$ cat src/rtl/seq_div_pkg.sv
// Shared types and sizing for the sequential restoring divider.
package seq_div_pkg;

    // Default divisor/remainder width; dividend and quotient are twice this.
    localparam int W_DEF = 4;

    // Iteration counter width needed to count 0..2W-1.
    function automatic int cnt_w(input int w);
        return (w > 1) ? $clog2(2 * w) : 1;
    endfunction

    localparam int CNT_W_DEF = cnt_w(W_DEF);

    typedef enum logic [1:0] {
        IDLE = 2'd0,
        RUN  = 2'd1,
        DONE = 2'd2
    } state_t;

endpackage

$ cat src/rtl/seq_div4_if.sv
// Bus bundle for seq_div4: operands, results and the start/busy/done handshake.
//
// Handshake: start is sampled only on enabled clock edges while the divider
// is not busy (IDLE or DONE); that edge captures a and b. busy is high for the
// whole iteration phase, then done pulses for one enabled cycle with q/r valid.
// busy and done are never high together. start while busy is ignored.
// q, r and dz hold their values until the next result is written.
interface seq_div4_if
    import seq_div_pkg::*;
#(
    parameter int W = W_DEF
);
    logic           en;
    logic           start;
    logic [2*W-1:0] a;
    logic [W-1:0]   b;
    logic [2*W-1:0] q;
    logic [W-1:0]   r;
    logic           busy;
    logic           done;
    logic           dz;
    state_t         state;   // FSM state, exported for debug/checkers

    modport master (
        output en, start, a, b,
        input  q, r, busy, done, dz, state
    );

    modport slave (
        input  en, start, a, b,
        output q, r, busy, done, dz, state
    );
endinterface

$ cat src/rtl/seq_div4_div_step.sv
// One restoring-division iteration: compare the shifted partial remainder
// against the divisor and subtract when it fits.
module div_step
    import seq_div_pkg::*;
#(
    parameter int W = W_DEF
) (
    input  logic [W:0]   rem_p,     // {rem, next dividend bit}
    input  logic [W-1:0] b,
    output logic [W-1:0] rem_next,
    output logic         qbit
);

    // Compare/subtract; the result always fits W bits because rem_p < 2*b
    // whenever the subtraction is taken (and b=0 keeps only the low W bits).
    always_comb begin
        qbit     = (rem_p >= {1'b0, b});
        rem_next = qbit ? W'(rem_p - {1'b0, b}) : rem_p[W-1:0];
    end

endmodule

$ cat src/rtl/seq_div4.sv
// Sequential restoring divider: 2W-bit dividend / W-bit divisor, one
// iteration per enabled clock, 2W iterations per division.
// Optional feature macro: SEQ_DIV_DZ_CHECK_EN -- short-circuits b=0 to a
// one-cycle result with the dz flag set; without it dz is tied low and b=0
// runs the full iteration count.
module seq_div4
    import seq_div_pkg::*;
#(
    parameter int W = W_DEF
) (
    input  logic       clk,
    input  logic       clr,
    seq_div4_if.slave  bus
);

    localparam int             CW   = (W == W_DEF) ? CNT_W_DEF : cnt_w(W);
    localparam logic [CW-1:0]  LAST = CW'(2 * W - 1);

    state_t         state;
    logic [CW-1:0]  count;
    logic [2*W-1:0] dvd;       // dividend, shifted left one bit per iteration
    logic [W-1:0]   dvs;       // captured divisor
    logic [W-1:0]   rem;       // partial remainder
    logic [2*W-1:0] quo;       // quotient being assembled
    logic [2*W-1:0] q_r;
    logic [W-1:0]   r_r;
    logic           busy_r;
    logic           done_r;

    logic [W:0]     rem_p;
    logic [W-1:0]   rem_next;
    logic           qbit;

    assign rem_p = {rem, dvd[2*W-1]};

    div_step #(.W(W)) u_step (
        .rem_p    (rem_p),
        .b        (dvs),
        .rem_next (rem_next),
        .qbit     (qbit)
    );

`ifdef SEQ_DIV_DZ_CHECK_EN
    logic dz_r;

    // Divide-by-zero flag: set by a b=0 start, cleared by any other start.
    always_ff @(posedge clk or posedge clr) begin
        if (clr) begin
            dz_r <= 1'b0;
        end else if (bus.en && bus.start && (state != RUN)) begin
            dz_r <= (bus.b == '0);
        end
    end

    assign bus.dz = dz_r;
`else
    assign bus.dz = 1'b0;
`endif

    // Control FSM, iteration datapath and registered outputs.
    always_ff @(posedge clk or posedge clr) begin
        if (clr) begin
            state  <= IDLE;
            count  <= '0;
            dvd    <= '0;
            dvs    <= '0;
            rem    <= '0;
            quo    <= '0;
            q_r    <= '0;
            r_r    <= '0;
            busy_r <= 1'b0;
            done_r <= 1'b0;
        end else if (bus.en) begin
            case (state)
                IDLE, DONE: begin
                    done_r <= 1'b0;
                    if (bus.start) begin
                        dvd   <= bus.a;
                        dvs   <= bus.b;
                        rem   <= '0;
                        quo   <= '0;
                        count <= '0;
`ifdef SEQ_DIV_DZ_CHECK_EN
                        if (bus.b == '0) begin
                            // Skip the iterations; the answer is known.
                            q_r    <= '1;
                            r_r    <= bus.a[W-1:0];
                            done_r <= 1'b1;
                            busy_r <= 1'b0;
                            state  <= DONE;
                        end else begin
                            busy_r <= 1'b1;
                            state  <= RUN;
                        end
`else
                        busy_r <= 1'b1;
                        state  <= RUN;
`endif
                    end else begin
                        state <= IDLE;
                    end
                end
                RUN: begin
                    dvd   <= {dvd[2*W-2:0], 1'b0};
                    rem   <= rem_next;
                    quo   <= {quo[2*W-2:0], qbit};
                    count <= count + 1'b1;
                    if (count == LAST) begin
                        q_r    <= {quo[2*W-2:0], qbit};
                        r_r    <= rem_next;
                        busy_r <= 1'b0;
                        done_r <= 1'b1;
                        state  <= DONE;
                    end
                end
                default: begin
                    state <= IDLE;
                end
            endcase
        end
    end

    assign bus.q     = q_r;
    assign bus.r     = r_r;
    assign bus.busy  = busy_r;
    assign bus.done  = done_r;
    assign bus.state = state;

endmodule

$ cat src/flat_wrapper.sv
// flat-port wrapper written by rule: the top's interface ports become plain ports
module seq_div4_flat import seq_div_pkg::*;
#(
    parameter int W = W_DEF
)
  (clk, clr, bus_en, bus_start, bus_a, bus_b, bus_q, bus_r, bus_busy, bus_done, bus_dz, bus_state);
  seq_div4_if #(.W(W)) bus_i ();
  input  logic clk;
  input  logic clr;
  input wire logic [$bits(bus_i.en)-1:0] bus_en;
  input wire logic [$bits(bus_i.start)-1:0] bus_start;
  input wire logic [$bits(bus_i.a)-1:0] bus_a;
  input wire logic [$bits(bus_i.b)-1:0] bus_b;
  output wire logic [$bits(bus_i.q)-1:0] bus_q;
  output wire logic [$bits(bus_i.r)-1:0] bus_r;
  output wire logic [$bits(bus_i.busy)-1:0] bus_busy;
  output wire logic [$bits(bus_i.done)-1:0] bus_done;
  output wire logic [$bits(bus_i.dz)-1:0] bus_dz;
  output wire logic [$bits(bus_i.state)-1:0] bus_state;
  assign bus_i.en = bus_en;
  assign bus_i.start = bus_start;
  assign bus_i.a = bus_a;
  assign bus_i.b = bus_b;
  assign bus_q = bus_i.q;
  assign bus_r = bus_i.r;
  assign bus_busy = bus_i.busy;
  assign bus_done = bus_i.done;
  assign bus_dz = bus_i.dz;
  assign bus_state = bus_i.state;
  seq_div4 #(.W(W)) u_core (.clk(clk), .clr(clr), .bus(bus_i));
endmodule
$ cat config.mk
export PLATFORM = sky130hd
export DESIGN_NAME = seq_div4_flat
export DESIGN_NICKNAME = d
export VERILOG_FILES = /design/src/rtl/seq_div_pkg.sv /design/src/rtl/seq_div4_if.sv /design/src/rtl/seq_div4_div_step.sv /design/src/rtl/seq_div4.sv /design/src/flat_wrapper.sv
export SDC_FILE = /design/constraint.sdc
export NUM_CORES = 1
export LEC_CHECK = 0
export ABC_AREA = 1
export CAP_MARGIN = 15
export CORE_AREA = 3 3 79 81
export CTS_CLUSTER_SIZE = 40
export DETAILED_ROUTE_END_ITERATION = 12
export DIE_AREA = 0 0 82 84
export DONT_BUFFER_PORTS = 1
export GPL_ROUTABILITY_DRIVEN = 0
export PLACE_DENSITY = 0.51
export SYNTH_ARGS = -nofsm -noshare
export SYNTH_HDL_FRONTEND = slang
export SYNTH_SLANG_ARGS = --single-unit
$ cat constraint.sdc
create_clock -name clk -period 1.87 [get_ports clk]
set_input_delay 0.187 -clock clk [delete_from_list [all_inputs] [get_ports clk]]
set_output_delay 0.187 -clock clk [all_outputs]
set_load 0.1 [all_outputs]
==> summary.md, run 1 <==
| Metric | Value |
|---|---|
| Status | finished, final reports clean |
| WS Path Type | reg2reg |
| Port Buf Inserts | 0 |
| Post-CTS Setup Inserts | 0 |
| Diodes inserted | 0 |
| Rows | 27 |
| Crit path cell chain | inv_1, ha_1, inv_1, fa_1, xor2_1, nand2_1, nand2_1, nand2_1, nand2_1 |
| Clk sink count | 42 |
| 1st-pass router iterations | 4 |
| # fillers | 591 |
| Ys Warns | 0 |
| Tot GR Track Use | 0.1246 |
| First-pass GRT wire length | 6541 um |
| Top FF cell, synth | dfrtp_1 |
| Detailed Place HPWL | 2617 um |
| CP most frequent cell | nand2_1 |
| R2r setup slk | 200 ps |
| Max FO, Critical Path | 3 |
| Crit path capture type | flop |
| CP max stage cell | fa_1 |
| Final setup TNS | 0 ps |
| Seq cells post-synth | 42 |
| Highest clock rate | 0.5976 GHz |
| Initial drt markers | 97 |
| Clock Tree Root | clkbuf_8 |
| CTS tree | done |
| Post-synthesis cell area | 1957 um^2 |
| Worst hold path class | in2reg |
| Crit path DAT | 1860 ps |
| Clock tree buffer depth | 2 |
| Cell depth of the worst setup path | 9 |
| Pin count of the biggest net entering global routing | 26 |
| Layout cells sized above 1 | 0.1597 |
| Critical Path Max Stage Delay | 450 ps |
| Vias in the first global route | 1386 |
| Pleak | 1.201 nW |
| Top post-synthesis cells by count | nand2_1 (65), dfrtp_1 (42), inv_1 (28), o21ai_0 (20), nand3_1 (10) |
| Peak VDD IR | 0.0008722 V |
| Die footprint | 6888 um^2 |
| Post-synth cell types | 26 |
| Synth Instances | 215 |
| Pwr Density | 1514 nW/um^2 |
| Reg2Reg Depth | 9 |
| Initial antenna violation count | 0 |
| Final wirelength | 3687 um |
| Top area cells in the synthesized netlist | dfrtp_1 (54%), nand2_1 (12%), inv_1 (5.4%) |
| Async S/R FF share, synth | 1.000 |
| Maxcap violations | 0 |
| Unrepaired setup endpoints after global routing | false |
| Syn_nets | 238 |
| Reg clk slew, reported paths | 80 ps |
| I/O Pins | 33 |
| Vias | 1399 |
| Drt wl/cell | 11.89 um |
| Startpoint types | flop |
| Max Slew Vio Count | 0 |
| Starting density of the core | 0.3532 |
| Area leader, netlist | dfrtp_1 |
| EDFF count, synth | 0 |
| Setup Viol. Count Final | 0 |
| Cts bufs inserted | 5 |
| Grt ovf | 0 |
| Register area share after synthesis | 0.5371 |
| Final Hold Viols | 0 |
| Vias per std cell | 4.513 |
| Worst path bufs/invs | 2 |
| H-tree levels | 2 |
| Die W | 82 um |
| Syn avg cell area | 9.102 um^2 |
| Worst Skew | 8.585 ps |
| Core area | 5540 um^2 |
| Most common cell in the netlist | nand2_1 |
| Hold path depth | 1 |
| Crit path max-delay family | adder cells |
| Final Core Density | 0.4167 |
| Nets | 260 |
| Post-route ant nets | 0 |
| Synthesis-to-finish area growth | 17.97% |
| Yosys top cell area share | 0.5371 |
| Post-route DRC | 0 |
| Final period util | 0.8949 |
| Chip Height | 84 um |
| Min Clock Period, post-route | 1673 ps |
| Required time of the critical path | 2060 ps |
| Worst skew pair latency | 290 ps |
per-layer routing:
metal / part of all wire / vias to the layer above / GRT usage
met5: 0 / - / 0
met3: 0.047 / 2 / 0.03996
met1: 0.52 / 644 / 0.1746
li1: - / 728 / -
met4: 0.013 / 0 / 0.05891
met2: 0.42 / 25 / 0.1712
final cells by class:
| class | instances | area [um^2] | area share |
|---|---|---|---|
| flip-flops and latches | 42 | 1052 | 0.4558 |
| clock inverters | 3 | 68.82 | 0.02981 |
| multi-input cells | 136 | 734.5 | 0.3182 |
| well taps | 72 | 90.09 | 0.03902 |
| inverters | 31 | 118.9 | 0.05149 |
| repair buffers | 21 | 175.2 | 0.07588 |
| clock buffers | 5 | 68.82 | 0.02981 |
stage by stage:
step | area, um^2 | total power, mW | hold WS (ps) | instances | setup slack, ps
2_1_floorplan | 1958 | 2.392 | 279.8 | 215 | 2.805
3_3_place_gp | 2147 | 2.645 | 59.97 | 300 | 207.5
3_5_place_dp | 2147 | 2.645 | 61.69 | 300 | 177.6
4_1_cts | 2305 | 3.534 | 25.63 | 310 | 152.7
5_1_grt | 2308 | 3.793 | 31.54 | 310 | 8.414
6_report | 2308 | 3.496 | 42.48 | 310 | 196.6
kinds of logic after synthesis:
kind of cell               after synthesis  synth area share
AOI/OAI and AO/OA                       41            0.1125
xor gates and xnor gates                 1          0.004477
adders and majority gates                7           0.04859
buffers and inverters                   37           0.08952
DFF                                     42            0.5371
muxes                                    1          0.005754
other                                    1          0.001916
and+or+nand+nor                         85            0.2001
worst reg2reg max path: stages, from the launching register on:
cell and delay, ps:
dfrtp_1 360, inv_1 110, ha_1 180, inv_1 70, fa_1 450, xor2_1 160
nand2_1 70, nand2_1 70, nand2_1 60, nand2_1 50
cell usage in the layout, fill, tap and decap left out, drive strengths merged:
| cell | synthesis | layout |
|---|---|---|
| fa | 1 | 1 |
| ha | 6 | 6 |
| clkbuf | 1 | 5 |
| mux2 | 1 | 1 |
| nor2 | 5 | 5 |
| dlygate4sd3 | 0 | 2 |
| bufinv | 0 | 2 |
| a22o | 2 | 2 |
| xor2 | 1 | 1 |
| nand2 | 68 | 68 |
| clkinv | 0 | 1 |
| buf | 5 | 19 |
| o21ai | 28 | 28 |
| dfrtp | 42 | 42 |
| inv | 31 | 31 |
| o22ai | 6 | 6 |
| nand3 | 11 | 11 |
| conb | 1 | 1 |
| a21oi | 5 | 5 |
| nand3b | 1 | 1 |
repair_timing:
| item | 4_1_cts | 5_1_grt |
|---|---|---|
| gates resized for setup | 0 | 1 |
| hold buffers | 2 | 0 |
| endpoints found under the setup margin | 0 | 4 |
| hold endpoints to repair | 7 | 0 |
state kept, by name, summed over array words and instances, names as in the netlist, 2 cells and up:
| register | cells |
|---|---|
| u_core.bus.state | 2 |
| u_core.rem | 4 |
| u_core.dvd | 8 |
| u_core.dvs | 4 |
| u_core.count | 3 |
| u_core.quo | 7 |
| u_core.bus.r | 4 |
| u_core.bus.q | 8 |
power by group:
group | internal (mW) | switching (mW)
logic | 0.419 | 0.974
clock network | 0.535 | 0.323
registers | 1.14 | 0.105
total | 2.09 | 1.40
worst paths after layout:
path                                  endpoint       startpoint
min in group asynchronous        u_core.rem[0]              clr
max in group asynchronous  u_core.bus.state[1]              clr
hold / removal                   u_core.dvs[0]         bus_b[0]
setup / recovery               u_core.bus.r[2]    u_core.dvd[7]
hold reg to reg                u_core.bus.q[0]  u_core.bus.q[0]
setup reg to reg               u_core.bus.r[2]    u_core.dvd[7]
Power figures use the tool's default switching activity.
==> inputs of run 2 (changes only) <==
--- a/config.mk
+++ b/config.mk
@@ -5,7 +5,7 @@
 export SDC_FILE = /design/constraint.sdc
 export NUM_CORES = 1
 export LEC_CHECK = 0
-export ABC_AREA = 1
+export ABC_AREA = 0
 export CAP_MARGIN = 15
 export CORE_AREA = 3 3 79 81
 export CTS_CLUSTER_SIZE = 40
==> summary.md, run 2 <==
| Metric | Value |
|---|---|
| Synthesis-to-finish area growth | 15.88% |
| Chip Height | 84 um (unchanged) |
| Hold Path End | u_core.dvs[1] |
| Vias | 1298 (-7.2%) |
| Met3 wire len | 169 um (-2.3%) |
| Diodes inserted | 0 (unchanged) |
| Register area share after synthesis | 0.5402 (+0.003109) |
| Core area | 5540 um^2 (unchanged) |
| Ys Warns | 0 (unchanged) |
| Final period util | 0.9286 (+0.03379) |
| Top area cells in the synthesized netlist | dfrtp_1 (54%), nand2_1 (5.6%), mux2i_1 (4.6%) |
| Vias in the first global route | 1314 (-5.2%) |
| Yosys top cell area share | 0.5402 (+0.003109) |
| Starting density of the core | 0.3512 (-0.002033) |
| Die footprint | 6888 um^2 (unchanged) |
| Clock tree buffer depth | 2 (unchanged) |
| First-pass GRT wire length | 6748 um (+3.2%) |
| CTS tree | done |
| Top FF cell, synth | dfrtp_1 |
| Setup Viol. Count Final | 0 (unchanged) |
| Rows | 27 (unchanged) |
| Crit path DAT | 1920 ps (+60 ps) |
| Tightest Pin Transition | 520.5 ps |
| Layout cells sized above 1 | 0.2165 (+0.05683) |
| Status | finished, final reports clean |
| Port Buf Inserts | 0 (unchanged) |
| Most common cell in the netlist | dfrtp_1 |
| Cts bufs inserted | 5 (unchanged) |
| Hold path depth | 2 (+1) |
| Most frequent cells in the layout | dfrtp_1 (40), nand2_1 (29), buf_4 (22) |
| EDFF count, synth | 0 (unchanged) |
| Vias per std cell | 4.880 (+8.1%) |
| Max FO, Critical Path | 3 (unchanged) |
| Drt wl/cell | 14.61 um (+23%) |
| Grt ovf | 0 (unchanged) |
| Initial antenna violation count | 0 (unchanged) |
| Area leader, netlist | dfrtp_1 |
| Final wirelength | 3886 um (+5.4%) |
| Maxcap violations | 0 (unchanged) |
| Nets | 216 (-17%) |
| Post-Route M1 WL | 1704 um (-11%) |
| Clk sink count | 42 (unchanged) |
| I/O Pins | 33 (unchanged) |
| Initial drt markers | 91 (-6.2%) |
| Seq cells post-synth | 42 (unchanged) |
| Worst skew pair latency | 290 ps (about the same) |
| Post-synthesis cell area | 1946 um^2 (-0.58%) |
| Post-synth cell types | 34 (+31%) |
| 1st-pass router iterations | 4 (unchanged) |
| Worst hold path class | in2reg |
| Die W | 82 um (unchanged) |
| Top Metal Used | met4 |
| Syn_nets | 192 (-19%) |
| Async S/R FF share, synth | 1.000 (unchanged) |
| Unrepaired setup endpoints after global routing | false |
| Worst flop-to-flop path endpoint | u_core.bus.r[2] |
| Top post-synthesis cells by count | dfrtp_1 (42), nand2_1 (29), o21ai_1 (16), a22o_1 (9), mux2i_1 (9) |
| Leading cell type in the layout, fill and taps excluded | dfrtp_1 |
| Post-route DRC | 0 (unchanged) |
| Place WS | -32.27 ps (-209.9 ps) |
| Min Clock Period, post-route | 1737 ps (+63.18 ps) |
| Worst reg2reg path startpoint | u_core.dvd[7] |
| Tot GR Track Use | 0.1284 (+0.003777) |
| R2r setup slk | 130 ps (-60 ps) |
| Crit path capture type | flop |
| WS Path Type | reg2reg |
| Syn avg cell area | 11.51 um^2 (+26%) |
| Final Hold Viols | 0 (unchanged) |
| Post-route ant nets | 0 (unchanged) |
| Worst Skew | 5.707 ps (-2.878 ps) |
| Synth Instances | 169 (-21%) |
| Reg2Reg Depth | 7 (-2) |
| Required time of the critical path | 2050 ps (about the same) |
| Max Slew Vio Count | 0 (unchanged) |
| H-tree levels | 2 (unchanged) |
| # fillers | 555 (-6.1%) |
| Startpoint types | flop |
| Clock Tree Root | clkbuf_8 |
| Pin count of the biggest net entering global routing | 43 (+65%) |
| Max_slew headroom | 0.6530 |
| Highest clock rate | 0.5759 GHz (-3.6%) |
| Reg clk slew, reported paths | 80 ps (about the same) |
| Routed wl met2 | 1971 um (+28%) |
| Hold Startpoint | bus_b[1] |
| Detailed Place HPWL | 2823 um (+7.9%) |
| Fin worst setup slack | 133.4 ps (-63.18 ps) |
[run 2: cell count changes in the layout (fill, tap and decap cells not counted), sizes merged, moves of 6 or more]
cell   before  now
inv        31    6
nand3      11    3
o22ai       6    0
nand2      68   30
mux2i       0    9
mux2        1    8
a22o        2    9
[run 2: stage by stage]
stage          cells  TNS (ps)  hold WS, ps  utilization  cell area, um^2
3_5_place_dp     255    -59.99        251.8       0.3851             2133
4_1_cts          266         0        11.97       0.4051             2245
2_1_floorplan    169         0        279.8            -             1948
3_3_place_gp     255         0        242.5       0.3851             2133
5_1_grt          266         0        6.457       0.4070             2255
6_report         266         0        16.92       0.4070             2255
[run 2: critical path, cell delays in order (launching register included)]
cell	delay [ps]
dfrtp_1	380
inv_1	80
ha_1	200
clkinv_2	90
fa_1	430
xor2_1	180
mux2i_1	180
o21ai_1	90
[run 2: metal layers]
metal	vias up	global-route usage
li1	634	-
met1	628	0.1652
met2	31	0.2035
met3	5	0.04536
met4	0	0.03172
met5	-	0
[run 2: layout make-up]
cell class	instances	area (um^2)	area share
sequential	42	1054	0.4673
multi-input combinational	112	808.3	0.3585
timing repair buffer	25	195.2	0.08657
tap	72	90.09	0.03996
clock buffer	8	80.08	0.03552
inverter	7	27.53	0.01221
[run 2: repair_timing]
action / in CTS / in global routing
endpoints found under the hold margin: 44 / 0
hold buffers: 3 / 0
endpoints found under the setup margin: 7 / 5
buffers inserted: 0 / 0
resized for setup: 1 / 2
pin swaps: 0 / 1
[run 2: logic make-up (layout without fill, tap and decap cells)]
family,Yosys count,count (layout),synth area share
XOR/XNOR,2,2,0.009005
adder cells (fa/ha/maj),7,7,0.04887
AO/OA/AOI/OAI,42,42,0.1492
multiplexers,17,17,0.09454
flip-flops,42,42,0.5402
AND/OR/NAND/NOR,43,43,0.1061
other,1,1,0.001927
buffers and inverters,15,40,0.05015
[run 2: worst max path at each step]
stage / start / endpoint / slack [ps]
after detailed placement: u_core.rem[1] / u_core.rem[0] / -30
final: u_core.dvd[7] / u_core.bus.r[2] / 130
after CTS: u_core.rem[1] / u_core.rem[0] / 60
after global placement: u_core.rem[1] / u_core.bus.r[0] / 50
after floorplan: u_core.bus.state[1] / u_core.bus.q[1] / 130
after global routing: u_core.dvd[7] / u_core.rem[2] / 20
Power of run 2 is left out: the tool's default activity adds up to more than one toggle a clock period on the data nets, which glitch-free logic cannot reach.
==> inputs of run 3 (changes only) <==
--- a/config.mk
+++ b/config.mk
@@ -7,13 +7,13 @@
 export LEC_CHECK = 0
 export ABC_AREA = 0
 export CAP_MARGIN = 15
-export CORE_AREA = 3 3 79 81
+export CORE_AREA = 3 3 64 66
 export CTS_CLUSTER_SIZE = 40
 export DETAILED_ROUTE_END_ITERATION = 12
-export DIE_AREA = 0 0 82 84
+export DIE_AREA = 0 0 67 69
 export DONT_BUFFER_PORTS = 1
 export GPL_ROUTABILITY_DRIVEN = 0
-export PLACE_DENSITY = 0.51
+export PLACE_DENSITY = 0.71
 export SYNTH_ARGS = -nofsm -noshare
 export SYNTH_HDL_FRONTEND = slang
 export SYNTH_SLANG_ARGS = --single-unit
==> summary.md, run 3 (synthesized netlist as in run 2, its figures left out) <==
| Metric | Value |
|---|---|
| Status | finished, final reports clean |
| Nets | 215 (-0.46%) |
| Grt ovf | 0 (unchanged) |
| Final Core Density | 0.6136 (+0.2067) |
| Final Hold Viols | 0 (unchanged) |
| Maxcap violations | 0 (unchanged) |
| Chip Height | 69 um (-18%) |
| Max Slew Vio Count | 0 (unchanged) |
| Critical Path Max Stage Delay | 440 ps (about the same) |
| Initial antenna violation count | 0 (unchanged) |
| Post-route DRC | 0 (unchanged) |
| Post-route ant nets | 0 (unchanged) |
| Core area | 3633 um^2 (-34%) |
| Layout Cells excl Fill | 241 (-9.4%) |
| Reg2Reg Depth | 7 (unchanged) |
| Met3 Use GR | 0.05049 (+0.005132) |
| Max FO, Critical Path | 3 (unchanged) |
| H-tree levels | 2 (unchanged) |
| Min Clock Period, post-route | 1777 ps (+40.67 ps) |
| R2r setup slk | 90 ps (-40 ps) |
| Vias | 1350 (+4.0%) |
| Leading cell type in the layout, fill and taps excluded | dfrtp_1 |
| Die W | 67 um (-18%) |
| CP max stage cell | fa_1 |
| Worst hold path class | in2reg |
| Tot GR Track Use | 0.1870 (+0.05863) |
| Fin worst setup slack | 92.78 ps (-40.67 ps) |
| Worst Skew | 8.942 ps (+3.235 ps) |
| I/O Pins | 33 (unchanged) |
| Place WS | -21.11 ps (+11.16 ps) |
| Vias per std cell | 5.602 (+15%) |
| Clock tree buffer depth | 2 (unchanged) |
| Placed instance count | 231 (-9.4%) |
| Vias in the first global route | 1387 (+5.6%) |
| Pin count of the biggest net entering global routing | 43 (unchanged) |
| Starting density of the core | 0.5355 (+0.1843) |
| Post-CTS Setup Inserts | 0 (unchanged) |
| Area occupied by multi-input gates | 823.3 um^2 (+1.9%) |
| Met2 GRT Util | 0.2871 (+0.08359) |
| Highest clock rate | 0.5627 GHz (-2.3%) |
| Clock Tree Root | clkbuf_8 |
| Synthesis-to-finish area growth | 14.60% |
| 1st-pass router iterations | 4 (unchanged) |
| Startpoint types | flop |
| Hold path depth | 2 (unchanged) |
| Reg clk slew, reported paths | 70 ps (about the same) |
| Die footprint | 4623 um^2 (-33%) |
| Most frequent cells in the layout | dfrtp_1 (40), nand2_1 (29), buf_4 (22) |
| Reg area | 1054 um^2 (unchanged) |
| Final wirelength | 3967 um (+2.1%) |
| Diodes inserted | 0 (unchanged) |
| Crit path capture type | flop |
| Clk sink count | 42 (unchanged) |
| Crit path DAT | 1940 ps (+20 ps) |
| WS Path Type | reg2reg |
| Detailed Place HPWL | 2750 um (-2.6%) |
| Cts bufs inserted | 5 (unchanged) |
| First-pass GRT wire length | 6548 um (-3.0%) |
| Initial drt markers | 174 (+91%) |
| Tightest Pin Transition | 513.8 ps (-6.751 ps) |
| CTS tree | done |
| Crit path cell chain | inv_1, ha_4, clkinv_2, fa_1, xor2_1, mux2i_1, o21ai_1 |
| Rows | 22 (-19%) |
| Drt wl/cell | 16.46 um (+13%) |
| Final period util | 0.9504 (+0.02175) |
| Setup Viol. Count Final | 0 (unchanged) |
| # fillers | 303 (-45%) |
| Max_slew headroom | 0.6575 (+0.004500) |
| Layer with the highest usage | met2 |
| Layout cells sized above 1 | 0.2280 (+0.01148) |
| Required time of the critical path | 2030 ps (-20 ps) |
| M1 GR Usage | 0.2484 (+0.08320) |
| Port Buf Inserts | 0 (unchanged) |
| Worst skew pair latency | 290 ps (about the same) |
==> run 3: cell types whose count changed in the layout (fill, tap and decap cells not counted) <==
cell	delta
ha_1	-2
dlygate4sd3_1	-1
ha_2	+1
ha_4	+1
==> run 3: timing repair <==
| item | in CTS | in global routing |
|---|---|---|
| cloned | 0 | 0 |
| pin swaps | 0 | 2 |
| hold endpoints to repair | 43 | 0 |
| gates resized for setup | 1 | 5 |
| endpoints found under the setup margin | 6 | 7 |
| hold buffers | 2 | 0 |
==> run 3: final cells by class <==
class / count / area share
clock buffers: 8 / 0.03591
inverters: 7 / 0.01235
multi-input cells: 112 / 0.3692
flip-flops and latches: 42 / 0.4725
well taps: 48 / 0.02694
repair buffers: 24 / 0.08305
==> run 3: path summary, 6_finish.rpt <==
kind | start | end
setup reg to reg | u_core.dvd[7] | u_core.rem[2]
hold reg to reg | u_core.count[0] | u_core.count[0]
setup / recovery | u_core.dvd[7] | u_core.rem[2]
max in group asynchronous | clr | u_core.bus.state[0]
hold / removal | bus_b[0] | u_core.dvs[0]
min in group asynchronous | clr | u_core.quo[5]
==> run 3: worst max-delay path: cells and delay by family, from the launching register on <==
family                     cells  cell delay (ps)
xor gates and xnor gates       1              170
adders and majority gates      2              600
DFF                            1              380
buffers and inverters          2              210
muxes                          1              190
AOI/OAI and AO/OA              1               90
==> run 3: metrics by stage <==
| step | hold slack (ps) | cell area, um^2 | TNS (ps) |
|---|---|---|---|
| detailed placement | 241.0 | 2103 | -65.67 |
| CTS | 2.366 | 2205 | 0 |
| global route | 22.39 | 2230 | -11.16 |
| finish | 10.29 | 2230 | 0 |
| global placement | 226.0 | 2103 | 0 |
| floorplan | 279.8 | 1948 | 0 |
==> run 3: layer usage <==
metal,vias up,share of wire
met4,0,0.012
li1,630,-
met2,49,0.50
met5,-,0
met1,666,0.42
met3,5,0.069
Power of run 3 is left out for the same reason.
